==> src/rtl/cellrv32_gptmr_sched.sv <==
// cellrv32_gptmr_sched
// Multi-channel timeout scheduler sharing the single general purpose timer. Keeps one remaining
// time per channel, programs the timer in single-shot mode with the nearest deadline and retires
// expired channels on each timer interrupt or new command.
//
// Optional feature: define CELLRV32_GPTMR_SCHED_BUSTO_EN to abort bus waits after 16 cycles
// without ack (sets sticky err_o, disarms everything silently, returns to idle).
//
// Ports:
//   clk_i, rst_i           clock, synchronous active-high reset
//   cmd_valid_i/ready_o    command handshake; cmd_cancel_i selects cancel (1) or arm (0)
//   cmd_ch_i, cmd_dur_i    target channel and timeout in prescaled ticks
//   expire_o               one-cycle pulse per expired channel
//   armed_o                channel currently armed
//   busy_o                 scheduler is not in IDLE/RUN
//   err_o                  sticky bus timeout flag
//   tmr_*                  bus master port towards the GPTMR register slave
module cellrv32_gptmr_sched #(
  parameter int unsigned NUM_CH = 4,
  parameter logic [2:0]  PRSC   = 3'b000
) (
  input  logic                                           clk_i,
  input  logic                                           rst_i,
  input  logic                                           cmd_valid_i,
  output logic                                           cmd_ready_o,
  input  logic                                           cmd_cancel_i,
  input  logic [((NUM_CH > 1) ? $clog2(NUM_CH) : 1)-1:0] cmd_ch_i,
  input  logic [31:0]                                    cmd_dur_i,
  output logic [NUM_CH-1:0]                              expire_o,
  output logic [NUM_CH-1:0]                              armed_o,
  output logic                                           busy_o,
  output logic                                           err_o,
  output logic [31:0]                                    tmr_addr_o,
  output logic                                           tmr_rden_o,
  output logic                                           tmr_wren_o,
  output logic [31:0]                                    tmr_data_o,
  input  logic [31:0]                                    tmr_data_i,
  input  logic                                           tmr_ack_i,
  input  logic                                           tmr_irq_i
);

  localparam int unsigned ChW = (NUM_CH > 1) ? $clog2(NUM_CH) : 1;

  localparam logic [31:0] gptmr_ctrl_addr_c  = 32'hFFFF_FF60;
  localparam logic [31:0] gptmr_thres_addr_c = 32'hFFFF_FF64;
  localparam logic [31:0] gptmr_count_addr_c = 32'hFFFF_FF68;

  typedef enum logic [3:0] {
    StInit, StIdle, StRun, StStop, StRead, StUpdate, StClr, StThres, StStart
  } state_e;

  state_e             state_q, state_d;
  logic               issued_q, issued_d;   // strobe sent, waiting for ack
  logic [31:0]        rem_q [NUM_CH];
  logic [31:0]        rem_d [NUM_CH];
  logic [NUM_CH-1:0]  armed_q, armed_d;
  logic [NUM_CH-1:0]  expire_q, expire_d;
  logic [31:0]        elapsed_q, elapsed_d;
  logic [31:0]        thres_q, thres_d;
  logic               pend_q, pend_d;       // a command is latched for the next UPDATE
  logic               cancel_q, cancel_d;
  logic [ChW-1:0]     ch_q, ch_d;
  logic [31:0]        dur_q, dur_d;
  logic [31:0]        min_rem;

  logic               acc_rd, acc_wr, acc_done;
  logic [31:0]        acc_addr, acc_data;

`ifdef CELLRV32_GPTMR_SCHED_BUSTO_EN
  logic [3:0]         to_cnt_q, to_cnt_d;
  logic               err_q, err_d;
`endif

  // Bus access decode; address/data depend only on state so they stay stable until ack.
  always_comb begin
    acc_rd   = 1'b0;
    acc_wr   = 1'b0;
    acc_addr = '0;
    acc_data = '0;
    unique case (state_q)
      StInit, StStop: begin
        acc_wr   = 1'b1;
        acc_addr = gptmr_ctrl_addr_c;
      end
      StRead: begin
        acc_rd   = 1'b1;
        acc_addr = gptmr_count_addr_c;
      end
      StClr: begin
        acc_wr   = 1'b1;
        acc_addr = gptmr_count_addr_c;
      end
      StThres: begin
        acc_wr   = 1'b1;
        acc_addr = gptmr_thres_addr_c;
        acc_data = thres_q;
      end
      StStart: begin
        acc_wr   = 1'b1;
        acc_addr = gptmr_ctrl_addr_c;
        acc_data = {27'd0, 1'b0, PRSC, 1'b1};  // single-shot mode, prescaler, enable
      end
      default: ;
    endcase
  end

  assign acc_done    = issued_q & tmr_ack_i;
  assign tmr_wren_o  = ~rst_i & acc_wr & ~issued_q;
  assign tmr_rden_o  = ~rst_i & acc_rd & ~issued_q;
  assign tmr_addr_o  = rst_i ? '0 : acc_addr;
  assign tmr_data_o  = rst_i ? '0 : acc_data;
  assign cmd_ready_o = ~rst_i & ((state_q == StIdle) | (state_q == StRun));
  assign busy_o      = ~((state_q == StIdle) | (state_q == StRun));
  assign expire_o    = expire_q;
  assign armed_o     = armed_q;

  always_comb begin
    state_d   = state_q;
    issued_d  = issued_q;
    rem_d     = rem_q;
    armed_d   = armed_q;
    expire_d  = '0;
    elapsed_d = elapsed_q;
    thres_d   = thres_q;
    pend_d    = pend_q;
    cancel_d  = cancel_q;
    ch_d      = ch_q;
    dur_d     = dur_q;
    min_rem   = '1;

    if ((acc_rd | acc_wr) & ~issued_q) issued_d = 1'b1;
    if (acc_done) issued_d = 1'b0;

    unique case (state_q)
      StInit:  if (acc_done) state_d = StIdle;
      StIdle: begin
        if (cmd_valid_i) begin
          pend_d    = 1'b1;
          cancel_d  = cmd_cancel_i;
          ch_d      = cmd_ch_i;
          dur_d     = cmd_dur_i;
          elapsed_d = '0;
          state_d   = StUpdate;
        end
      end
      StRun: begin
        if (cmd_valid_i | tmr_irq_i) begin
          pend_d   = cmd_valid_i;
          cancel_d = cmd_cancel_i;
          ch_d     = cmd_ch_i;
          dur_d    = cmd_dur_i;
          state_d  = StStop;
        end
      end
      StStop:  if (acc_done) state_d = StRead;
      StRead: begin
        if (acc_done) begin
          elapsed_d = tmr_data_i;
          state_d   = StUpdate;
        end
      end
      StUpdate: begin
        // Retire first, then apply the command, so expire-and-rearm pulses and stays armed.
        for (int unsigned i = 0; i < NUM_CH; i++) begin
          if (armed_q[i]) begin
            if (rem_q[i] <= elapsed_q) begin
              rem_d[i]    = '0;
              armed_d[i]  = 1'b0;
              expire_d[i] = 1'b1;
            end else begin
              rem_d[i] = rem_q[i] - elapsed_q;
            end
          end
          if (pend_q && (ch_q == ChW'(i))) begin
            if (cancel_q) begin
              armed_d[i] = 1'b0;
            end else begin
              armed_d[i] = 1'b1;
              rem_d[i]   = dur_q;
            end
          end
        end
        for (int unsigned i = 0; i < NUM_CH; i++) begin
          if (armed_d[i] && (rem_d[i] < min_rem)) min_rem = rem_d[i];
        end
        pend_d  = 1'b0;
        thres_d = min_rem;
        state_d = (|armed_d) ? StClr : StIdle;
      end
      StClr:   if (acc_done) state_d = StThres;
      StThres: if (acc_done) state_d = StStart;
      StStart: if (acc_done) state_d = StRun;
      default: state_d = StInit;
    endcase

`ifdef CELLRV32_GPTMR_SCHED_BUSTO_EN
    err_d    = err_q;
    to_cnt_d = '0;
    if (issued_q && !tmr_ack_i) begin
      if (to_cnt_q == 4'hF) begin
        err_d    = 1'b1;
        armed_d  = '0;
        expire_d = '0;
        for (int unsigned i = 0; i < NUM_CH; i++) rem_d[i] = '0;
        issued_d = 1'b0;
        pend_d   = 1'b0;
        state_d  = StIdle;
      end else begin
        to_cnt_d = to_cnt_q + 4'd1;
      end
    end
`endif
  end

  always_ff @(posedge clk_i) begin
    if (rst_i) begin
      state_q   <= StInit;
      issued_q  <= 1'b0;
      rem_q     <= '{default: '0};
      armed_q   <= '0;
      expire_q  <= '0;
      elapsed_q <= '0;
      thres_q   <= '0;
      pend_q    <= 1'b0;
      cancel_q  <= 1'b0;
      ch_q      <= '0;
      dur_q     <= '0;
    end else begin
      state_q   <= state_d;
      issued_q  <= issued_d;
      rem_q     <= rem_d;
      armed_q   <= armed_d;
      expire_q  <= expire_d;
      elapsed_q <= elapsed_d;
      thres_q   <= thres_d;
      pend_q    <= pend_d;
      cancel_q  <= cancel_d;
      ch_q      <= ch_d;
      dur_q     <= dur_d;
    end
  end

`ifdef CELLRV32_GPTMR_SCHED_BUSTO_EN
  always_ff @(posedge clk_i) begin
    if (rst_i) begin
      to_cnt_q <= '0;
      err_q    <= 1'b0;
    end else begin
      to_cnt_q <= to_cnt_d;
      err_q    <= err_d;
    end
  end
  assign err_o = err_q;
`else
  assign err_o = 1'b0;
`endif

endmodule

==> config.mk <==
export PLATFORM = sky130hd
export DESIGN_NAME = cellrv32_gptmr_sched
export DESIGN_NICKNAME = d
export VERILOG_FILES = /design/src/rtl/cellrv32_gptmr_sched.sv
export SDC_FILE = /design/constraint.sdc
export NUM_CORES = 1
export LEC_CHECK = 0
export ABC_AREA = 1
export BUFFER_PORTS_ARGS = -buffer_cell sky130_fd_sc_hd__buf_2
export CORE_ASPECT_RATIO = 0.8
export CORE_MARGIN = 8
export CORE_UTILIZATION = 43
export CTS_CLUSTER_DIAMETER = 40
export DETAILED_ROUTE_END_ITERATION = 12
export SLEW_MARGIN = 5
export SYNTH_ARGS = -nofsm -noshare
export SYNTH_HDL_FRONTEND = slang
export SYNTH_SLANG_ARGS = --single-unit
==> constraint.sdc <==
create_clock -name clk_i -period 8.8 [get_ports clk_i]
set_input_delay 0.44 -clock clk_i [delete_from_list [all_inputs] [get_ports clk_i]]
set_output_delay 0.44 -clock clk_i [all_outputs]
set_load 0.05 [all_outputs]
=== After elaboration in Yosys (flattened, before gate mapping) ===
Cells that the tools add are included.

* Equal/unequal tests: 19
* Reductions and logical operators: 26
* Bitwise logic cells: 18
* Mux-type cells: 79
* Order comparisons: 8
* Add/sub/neg operators: 4

{| class="wikitable"
|+ Operators by type and width
! operator !! number
|-
| $mux W32 || 33
|-
| $pmux W32 S2 || 3
|-
| $le A32 B32 Y1 || 4
|-
| $sub A32 B32 Y32 || 4
|-
| $lt A32 B32 Y1 || 3
|-
| $pmux W32 S3 || 1
|-
| $pmux W4 S9 || 1
|-
| $lt A32 B32 Y1 const B || 1
|-
| $mux W4 || 8
|-
| $mux W1 || 27
|-
| $eq A4 B3 Y1 const B || 4
|-
| $reduce_or A3 Y1 || 5
|-
| $ne A2 B2 Y1 const B || 7
|-
| $reduce_and A3 Y1 || 3
|-
| $eq A4 B2 Y1 const B || 2
|-
| $logic_and A1 B1 Y1 || 8
|-
| $not A1 Y1 || 8
|-
| $reduce_and A8 Y1 || 1
|-
| $and A1 B1 Y1 || 7
|-
| $reduce_or A5 Y1 || 1
|-
| $eq A2 B2 Y1 const B || 2
|-
| $eq A4 B1 Y1 const B || 1
|-
| $eq A4 B4 Y1 const B || 1
|-
| $logic_not A4 Y1 || 1
|-
| other kinds (13) || 18
|}

* Register bits: 241
* Logic and storage cells: 171
* Output and inout port bits: 77

=== Logic depth before layout (Yosys ltp) ===
* Depth after elaboration: 21
* Depth in mapped cells: 74
* Depth with buffers taken out: 71

=== Worst setup path before layout ===
OpenSTA, ideal clock, no wires.

* Kind: register to register
* Start point: register elapsed_q[1]
* End point: register thres_q[31]
* Clock period less this slack: 8564 ps
* Data required time: 8668 ps
* Buffers on the path: 3
* Stages on the path, launching flop included: 66
* Setup time: 132 ps
* Data arrival time: 8431 ps
* Path slack: 236 ps
* Path through: dfxtp_1 > inv_1 > ha_1 > nand2_1 > o21ai_0 > nand3_1 > nand2_1 > nand3_1 > nand2_1 > nand3_1 > nand2_1 > nand3_1 > nand2_1 > nand3_1 > nand2_1 > nand3_1 > nand2_1 > nand3_1 > [30 not listed] > nand3_1 > nor3_1 > nand2_1 > nor4b_1 > nand2_2 > nand2_4 > clkbuf_1 > nand2_1 > o21ai_0 > ha_1 > a21oi_1 > o21a_1 > o221ai_1 > a211oi_4 > clkbuf_1 > nand3_1 > nand3_1 > a21oi_1

* Longest elaborated chain between the ends: 21

{| class="wikitable"
|+ Ends and longest elaborated chain
! what !! line !! source
|-
| start, declared || 58 || <nowiki>logic [31:0] elapsed_q, elapsed_d;</nowiki>
|-
| start signal, assigned || 234 || <nowiki>elapsed_q <= elapsed_d;</nowiki>
|-
| $sub A32 B32 Y32 / $le A32 B32 Y1 (equally long branches) || 171, 166 ||
|-
| $mux W32 || 166 || <nowiki>if (rem_q[i] <= elapsed_q) begin</nowiki>
|-
| $mux W32 || 165 || <nowiki>if (armed_q[i]) begin</nowiki>
|-
| $mux W32 || 175 || <nowiki>if (cancel_q) begin</nowiki>
|-
| $mux W32 || 174 || <nowiki>if (pend_q && (ch_q == ChW'(i))) begin</nowiki>
|-
| $mux W32 || 134 || <nowiki>unique case (state_q)</nowiki>
|-
| $lt A32 B32 Y1 || 184 || <nowiki>if (armed_d[i] && (rem_d[i] < min_rem)) min_rem = rem_d[i];</nowiki>
|-
| $logic_and A1 B1 Y1 || 184 ||
|-
| [5 not listed] || n/a ||
|-
| $mux W32 || 134 ||
|-
| $lt A32 B32 Y1 || 184 ||
|-
| $logic_and A1 B1 Y1 || 184 ||
|-
| $mux W32 || 184 ||
|-
| $mux W32 || 134 ||
|-
| $lt A32 B32 Y1 || 184 ||
|-
| $logic_and A1 B1 Y1 || 184 ||
|-
| $mux W32 * || 184 ||
|-
| end signal, assigned || 235 || <nowiki>thres_q <= thres_d;</nowiki>
|-
| end, declared || 59 || <nowiki>logic [31:0] thres_q, thres_d;</nowiki>
|}

Every way passes the cells marked *; elsewhere a longest branch is shown, timed or not. The select of a mux whose other input is x is not followed.
A chain may end at the register's enable or synchronous reset.

=== Worst setup path in the final report ===
* Start point: register elapsed_q[2]
* End point: register thres_q[27]

The elaborated chain is that of the path after synthesis.

==> metrics.yaml <==
post-route-min-period_ns: 8.79
peakVddDrop_v: 0.000228
worst-path-max-fanout: 11
vias: 25100
skew_ns: 0.0237
finalHoldViolCount: 0
io_buffers: 143
final_cells: 4599
cap_viol_max_count: 0
busiest_layer: "met2"
worst_slew_pin_slew_ns: 1.12
setup_viol: 0
async_reset_ff_share_pct: 0
die_h_um: 219
rows: 74
grt_pass1_wl_um: 129000
critical_path_buf_inv_count: 9
timing.fmax_ghz: 0.114
dieArea_um2: 59000
yosys_warnings: 0
cts_buffer_depth: 3
ant_nets: 0
grt.met3_usage_pct: 4.54
synth-edff-count: 0
grt_pass1_vias: 21900
met2_usage_pct: 41.5
syn2layout_area_growth_pct: 28.3
cts_tree: "built"
viasPerCell: 5.46
post-synth-top-count-cell: "nand2_1"
grt_max_degree: 195
power.total_mw: 11.9
crit_type: "reg -> reg"
arrival_ns: 9.30
syn_inst: 3555
crit_path_top_delay_cell: "a2111oi_2"
reg2regPathDepth: 69
fin_util_pct: 55.7
gp_congestion: 0.968
clk_latency_ns: 0.60
die_x_um: 270
ys_ff_latch: 241
synth_common_cells: "739 x nand2_1, 455 x inv_1, 411 x nor2_1"
start_util_pct: 43.4
yosysTopAreaCellShare_pct: 21.8
status: "finished, final reports clean"
power_leakage_nw: 14.2
cts_made_buffers: 50
synth_flop_cell: "dfxtp_1"
post-place-ws_ns: -0.337
root_buffer: "clkbuf_16"
antenna_found_initial: 0
synth_top_area_cell: "dfxtp_1"
crit_start: "elapsed_q[2]$_SDFFE_PP0P_"
crit_required_ns: 9.31
hold_start: "cmd_dur_i[6]"
drc: 0
dp_hpwl_um: 65800
min_path_cells: 3
drt_iter0_markers: 2714
routed_wl_um: 88600
io_pins: 149
synthTopCellsByArea: "dfxtp_1 22%, nand2_1 13%, ha_1 12%, a21oi_1 9.1%, inv_1 7.7%"
slew_viol_final: 0
dpl.cell_count: 4456
place_area_um2: 24900
diodes: 0
start_kind: "register"
holdWs_ns: 0.125
routedWlPerCell_um: 19.3
slew_headroom_pct: 25.5
syn_area_um2: 22100
tns_ns: 0
grt_usage_pct: 27.5
use_met1_pct: 40.5
cpLargestDelayFamily: "simple AND/OR/NAND/NOR gates"
htreeDepth: 2
grt.overflow.total: 0
critPathMaxStageDelay_ns: 0.37
cp_common_cell: "nand2_2"
endpoint_kind: "register"
rsz0062_at_grt: "yes"
firstDrtPassIters: 8
path_depth: 69
avgSynthCellArea_um2: 6.22
fin_crit_sh_pct: 99.9
setup_slack_ns: 0.00803
synth.yosys.seq_area_share_pct: 21.8
drive_gt1_share_pct: 20.0
cts_sinks: 241
final_area_um2: 28400
coreArea_um2: 50900
power.density_nw_per_um2: 420
hp-class: "in -> reg"
path_clk_slew_ns: 0.06
r2r-start: "elapsed_q[2]$_SDFFE_PP0P_"
yosysUniqueCellTypes: 63
nets: 4170
layer usage:
metal  share of wire, %  vias to the layer above
li1                   -                    12500
met1                 47                    11500
met2                 42                     1028
met3                8.5                      142
met4                2.3                        0
met5                  0                        -
layout make-up:
type,instances,area [um2]
Fill cell,5082,22600
Multi-Input combinational cell,2662,15700
Sequential cell,241,4830
Timing Repair Buffer,448,3480
Inverter,472,1780
Clock buffer,57,1360
Tap cell,684,856
Clock inverter,35,389
report_power, final:
group / internal, mW / switching [mW] / total, mW / leakage (nW)
Sequential: 1.30 / 0.146 / 1.45 / 1.95
Clock: 1.27 / 0.729 / 2.00 / 0.838
Combinational: 3.06 / 5.40 / 8.45 / 11.5
tightest hold or removal path: stages:
cell and delay (ns):
buf_2 0.07, o21ai_0 0.07, a21oi_1 0.10
flip-flops by register name, indices dropped and copies added (netlist names):
signal     cells
state_q        4
expire_o       4
issued_q       1
pend_q         1
elapsed_q     32
armed_o        4
dur_q         32
cancel_q       1
ch_q           2
thres_q       32
rem_q        128
repair_timing:
item / 4_1_cts / 5_1_grt
gates resized for setup: 30 / 263
endpoints found under the setup margin: 32 / 32
pin swaps: 2 / 72
hold buffers: 0 / 0
gates cloned: 0 / 14
buffers inserted: 0 / 37
kinds of logic (layout without fill, tap and decap cells):
group           Yosys count  count (layout)  share of synthesized area, %
compound gates          924             924                          23.7
fa+ha+maj               223             223                          12.8
buf+inv                 659            1012                          11.9
other cells               1               5                        0.0170
simple gates           1440            1443                          27.2
flops                   241             241                          21.8
xor+xnor                 67              67                          2.65
worst paths after layout:
kind / end / slack [ns]
worst max register to register: thres_q[27]$_SDFFE_PP0P_ / 0.008
worst min-delay path: dur_q[6]$_SDFFE_PP0P_ / 0.12
worst min register to register: dur_q[5]$_SDFFE_PP0P_ / 0.45
worst max-delay path: thres_q[27]$_SDFFE_PP0P_ / 0.008
cell usage in the layout (no fill, tap or decap), types with 8 or more instances in the layout:
cell type,synthesis,layout
a21oi_2,0,28
o21ai_4,0,12
clkbuf_16,0,62
nand4_1,43,43
buf_12,0,20
nand2_1,739,694
xnor2_1,26,26
a211oi_1,62,59
ha_1,219,203
o31ai_1,8,8
ha_4,0,14
buf_2,8,143
nand3_2,1,18
nand2_2,11,48
o21bai_1,10,8
inv_2,11,15
o21a_1,29,29
nor2_2,10,15
nand2_4,5,10
inv_1,455,447
o211ai_1,20,20
nor3_1,24,21
buf_6,5,11
o21ai_1,8,25
a22oi_1,36,36
o21ai_0,289,229
nand3b_1,8,8
dfxtp_1,241,239
xor2_1,41,41
or2_2,10,10
nor2_1,411,404
a21oi_1,400,372
o22ai_1,14,14
buf_4,30,262
clkinv_4,0,9
nand3_1,153,136
o21ai_2,0,31
clkinvlp_4,0,8
Power figures use the tool's default switching activity.
